`src/rtl/fetch_entry_queue.sv`:
```
// Fetch entry queue: small in-order FIFO between the fetch frontend and decode.
// Entries are registered before they can reach the head, so there is no
// fall-through path. A pushed exception entry blocks further pushes until a
// flush or reset clears the hold.
module fetch_entry_queue #(
    parameter int unsigned DEPTH = 4,
    parameter int unsigned VLEN  = 64
) (
    input  logic                       clk_i,
    input  logic                       rst_i,
    input  logic                       flush_i,
    input  logic                       fetch_valid_i,
    output logic                       fetch_ready_o,
    input  logic [VLEN-1:0]            fetch_addr_i,
    input  logic [31:0]                fetch_instr_i,
    input  logic                       fetch_ex_i,
    output logic                       decode_valid_o,
    input  logic                       decode_ready_i,
    output logic [VLEN-1:0]            decode_addr_o,
    output logic [31:0]                decode_instr_o,
    output logic                       decode_ex_o,
    output logic [$clog2(DEPTH):0]     count_o,
    output logic                       fault_hold_o
);
    localparam int unsigned PW = $clog2(DEPTH);
    localparam int unsigned CW = PW + 1;
    localparam logic [CW-1:0] FULL = CW'(DEPTH);

    typedef struct packed {
        logic [VLEN-1:0] addr;
        logic [31:0]     instr;
        logic            ex;
    } entry_t;

    entry_t          mem_q [DEPTH];
    logic [PW-1:0]   wptr_q, wptr_d;
    logic [PW-1:0]   rptr_q, rptr_d;
    logic [CW-1:0]   count_q, count_d;
    logic            fault_q, fault_d;
    logic            push, pop;
    entry_t          head;

    // Handshakes: a pending fault, flush or reset closes the input side.
    assign fetch_ready_o  = (count_q < FULL) && !fault_q && !flush_i && !rst_i;
    assign decode_valid_o = (count_q != '0);
    assign push           = fetch_valid_i && fetch_ready_o;
    assign pop            = decode_valid_o && decode_ready_i && !flush_i;

    // Head fields are forced to zero while the queue is empty.
    assign head           = mem_q[rptr_q];
    assign decode_addr_o  = decode_valid_o ? head.addr  : '0;
    assign decode_instr_o = decode_valid_o ? head.instr : '0;
    assign decode_ex_o    = decode_valid_o ? head.ex    : 1'b0;
    assign count_o        = count_q;
    assign fault_hold_o   = fault_q;

    // Next-state for pointers, occupancy and the fault hold.
    always_comb begin
        wptr_d  = push ? wptr_q + PW'(1) : wptr_q;
        rptr_d  = pop  ? rptr_q + PW'(1) : rptr_q;
        count_d = count_q;
        case ({push, pop})
            2'b10:   count_d = count_q + CW'(1);
            2'b01:   count_d = count_q - CW'(1);
            default: count_d = count_q;
        endcase
        fault_d = fault_q | (push & fetch_ex_i);
    end

    // Control state; reset and flush both return the queue to empty.
    always_ff @(posedge clk_i) begin
        if (rst_i || flush_i) begin
            wptr_q  <= '0;
            rptr_q  <= '0;
            count_q <= '0;
            fault_q <= 1'b0;
        end else begin
            wptr_q  <= wptr_d;
            rptr_q  <= rptr_d;
            count_q <= count_d;
            fault_q <= fault_d;
        end
    end

    // Storage write; contents are don't-care until counted as valid.
    always_ff @(posedge clk_i) begin
        if (push) begin
            mem_q[wptr_q] <= '{addr: fetch_addr_i, instr: fetch_instr_i, ex: fetch_ex_i};
        end
    end
endmodule

```
`config.mk`:
```
export PLATFORM = sky130hd
export DESIGN_NAME = fetch_entry_queue
export DESIGN_NICKNAME = d
export VERILOG_FILES = /design/src/rtl/fetch_entry_queue.sv
export SDC_FILE = /design/constraint.sdc
export NUM_CORES = 1
export LEC_CHECK = 0
export BUFFER_PORTS_ARGS = -buffer_cell sky130_fd_sc_hd__buf_4
export CAP_MARGIN = 10
export CORE_ASPECT_RATIO = 0.8
export CORE_MARGIN = 8
export CORE_UTILIZATION = 55
export DETAILED_ROUTE_END_ITERATION = 8
export GPL_TIMING_DRIVEN = 0
export PLACE_DENSITY = 0.85
export SLEW_MARGIN = 20
export SYNTH_ARGS = -nofsm -noshare
export SYNTH_HDL_FRONTEND = slang
export SYNTH_SLANG_ARGS = --single-unit
export TNS_END_PERCENT = 5
```
`constraint.sdc`:
```
create_clock -name clk_i -period 6.3 [get_ports clk_i]
set_clock_uncertainty 0.05 [all_clocks]
set_input_delay 0.315 -clock clk_i [delete_from_list [all_inputs] [get_ports clk_i]]
set_output_delay 0.315 -clock clk_i [all_outputs]
set_load 0.01 [all_outputs]
```
==> flow_summary_export.csv <==
group,metric,value,unit
run_status,outcome,"finished clean",
floorplan,io_pins,205,
global_routing,grt_pass1_vias,8515,
logic_synthesis,synth_warnings,0,
route,top_layer,"met4",
route,drtIter0Drc,457,
sta,drv_slew,0,
power,total_power,5.392,mW
floorplan,die_h,164.5,µm
floorplan,die_w,201.6,µm
logic_synthesis,ys_seq_area_frac,0.7815,
power,p_switching,1.028,mW
logic_synthesis,yosysMostFrequentCell,"edfxtp_1",
power,pwr-share-comb,0.042,
power,pwr-share-seq,0.546,
layout,n_antenna_cell,0,
layout,drive_above_1_share,0.3725,
clock_network,clk_latency,0.51,ns
logic_synthesis,ys_ff_latch,398,
worst_setup_path,critPathLaunchType,"flop",
sta,setup_slack,3.563,ns
logic_synthesis,dominantRegCellSynth,"edfxtp_1",
logic_synthesis,synth_area_per_cell,22.57,µm²
clock_network,cts_setup_buffers,0,
global_routing,grt-ovfl-total,0,
layout,final_area,0.01956,mm²
clock_network,cts.clk_slew.worst_paths,0.06,ns
floorplan,start_util,0.5583,
logic_synthesis,synth_top_area_cell,"edfxtp_1",
run,max_cap_violations,0,
route,drt_wl_total,32.62,mm
logic_synthesis,synth_area_leaders,"edfxtp_1 77%, mux4_2 14%, and2_1 4.2%",
worst_setup_path,worstPathRequired,5.93,ns
worst_hold_path,min_path_type,"in2reg",
layout,fillers,1519,
worst_setup_path,path_class,"reg2out",
global_routing,grt_pass1_wl,49.87,mm
route,routedWlPerCell,23.12,µm
logic_synthesis,syn-cell-area,0.01516,mm²
sta,slew_headroom,0.5443,
sta,fin_tns_setup,0,ns
global_routing,grt_use_total,0.1960,
floorplan,row_count,54,
floorplan,die-area,0.03317,mm²
global_routing,antenna_found_initial,0,
logic_synthesis,synth_commonest_cells,"388 x edfxtp_1, 101 x and2_1, 97 x mux4_2",
clock_network,clockBufferDepth,3,
logic_synthesis,syn_inst,672,
power,p_sw_frac,0.1906,
route,drc,0,
layout,nets,1129,
route,drt_pass1_iterations,5,
clock_network,cts.sink_count,398,
route,m1WireLength,12.92,mm
route,vias_per_cell,5.478,
placed_design,port_buffers,204,
power,cellLeakagePower,6.745,nW
placed_design,post-place-ws,3.733,ns
route,vias,7729,
clock_network,cts_buffers,38,
placed_design,place_area,0.01736,mm²
sta,tightest_slew,0.6835,ns
power,p_per_area,275.7,mW/mm²
logic_synthesis,synth-async-reset-ratio,0,
logic_synthesis,synth.distinct_cells,25,
sta,finalSetupViolCount,0,
power,vdd_drop_max,0.2815,mV
placed_design,place.gp.congestion,0.7154,
sta,period_share,0.4344,
sta,fin_crit,2.737,ns
sta,hold_viol,0,
route,wl_met3,2.217,mm
route,wl_met2,16.94,mm
worst_setup_path,arrival,2.37,ns
placed_design,hpwl,19.91,mm
worst_setup_path,cp-end-kind,"primary output",
clock_network,h-tree-depth,2,
clock_network,tritoncts,"yes",
floorplan,core_area,0.02716,mm²
power,clockPowerShare,0.412,
clock_network,cts_resized,0,
power,intPower,4.364,mW
sta,clock.fmax,365.4,MHz
logic_synthesis,netlist.area_leader.share,0.7683,
logic_synthesis,synth-edff-count,388,
clock_network,root_buffer,"clkbuf_16",
global_routing,grt_max_degree,50,
logic_synthesis,syn_nets,780,
sta,rsz0062_at_grt,"no",
worst_setup_path,crit_fanout,10,
clock_network,hold_buffers,97,
layout,area_delta_synth_final,28.95,%
route,antenna_left,0,
==> area by class of cell <==
cell class	count	area, µm²	area share
inverter	8	30.03	0.001536
sequential	398	11850	0.6061
timing repair buffer	309	2700	0.1381
tap	364	455.4	0.02329
buffer	34	200.2	0.01024
clock inverter	21	183.9	0.009406
clock buffer	45	1041	0.05323
multi-input combinational	232	3093	0.1582
==> worst max-delay path, stage by stage (launching register included) <==
cell and delay [ns]:
dfxtp_1 0.30, buf_2 0.24, clkbuf_1 0.55, mux4_2 0.40, and2_1 0.21, buf_4 0.16
==> cell families after synthesis <==
logic type      count (synthesis)  synth area share
buf+inv                        42           0.01518
flops                         398            0.7815
compound gates                  6          0.002392
fa+ha+maj                       6          0.005446
xor+xnor                        4          0.002310
simple gates                  117           0.04777
mux                            99            0.1454
==> sequential cells by signal, summed over array words and instances (netlist names), named ones only <==
name          count
fault_hold_o      1
rptr_q            2
count_o           3
mem_q           388
wptr_q            2
==> power by group through the flow <==
stage / combinational (mW) / sequential (mW) / clock, mW
floorplan: 0.0582 / 3.00 / 0
global placement: 0.160 / 3.00 / 0
detailed placement: 0.174 / 3.00 / 0
CTS: 0.227 / 2.94 / 2.25
global route: 0.242 / 2.94 / 2.36
finish: 0.227 / 2.94 / 2.22
==> routing by layer <==
metal  up-vias  track usage
met5         -            0
li1       3434            -
met4         0      0.04441
met3        42      0.04136
met1      3929       0.2454
met2       324       0.3510
==> final timing paths <==
check	to	from	slack, ns	depth (start not counted)
worst max-delay path	decode_addr_o[47]	flop	3.56	5
worst min-delay path	wptr_q[1]$_SDFFE_PP0P_	rst_i	0.05	4
worst max register to register	count_o[2]$_SDFFE_PP0P_	count_o[2]$_SDFFE_PP0P_	4.14	8
worst min register to register	wptr_q[1]$_SDFFE_PP0P_	wptr_q[1]$_SDFFE_PP0P_	0.46	2
==> layout by cell type, fill, tap and decap left out, types with 5 or more instances in the layout <==
master         instances
clkbuf_1              17
ha_1                   5
dlygate4sd3_1         97
buf_2                 15
dfxtp_1               10
nor2_1                 8
inv_1                  8
mux4_2                97
clkinv_2               7
clkbuf_16             41
edfxtp_1             388
buf_4                204
and2_1                97
clkinv_1               7
buf_16                 5
==> metrics by stage <==
step	cells	hold WS, ns	utilization
global placement	1240	0.4388	0.6315
CTS	1411	0.02381	0.7200
floorplan	672	0.3639	-
detailed placement	1248	0.4551	0.6391
finish	1411	0.05074	0.7200
global route	1411	0.04418	0.7200
Power figures use the tool's default switching activity.
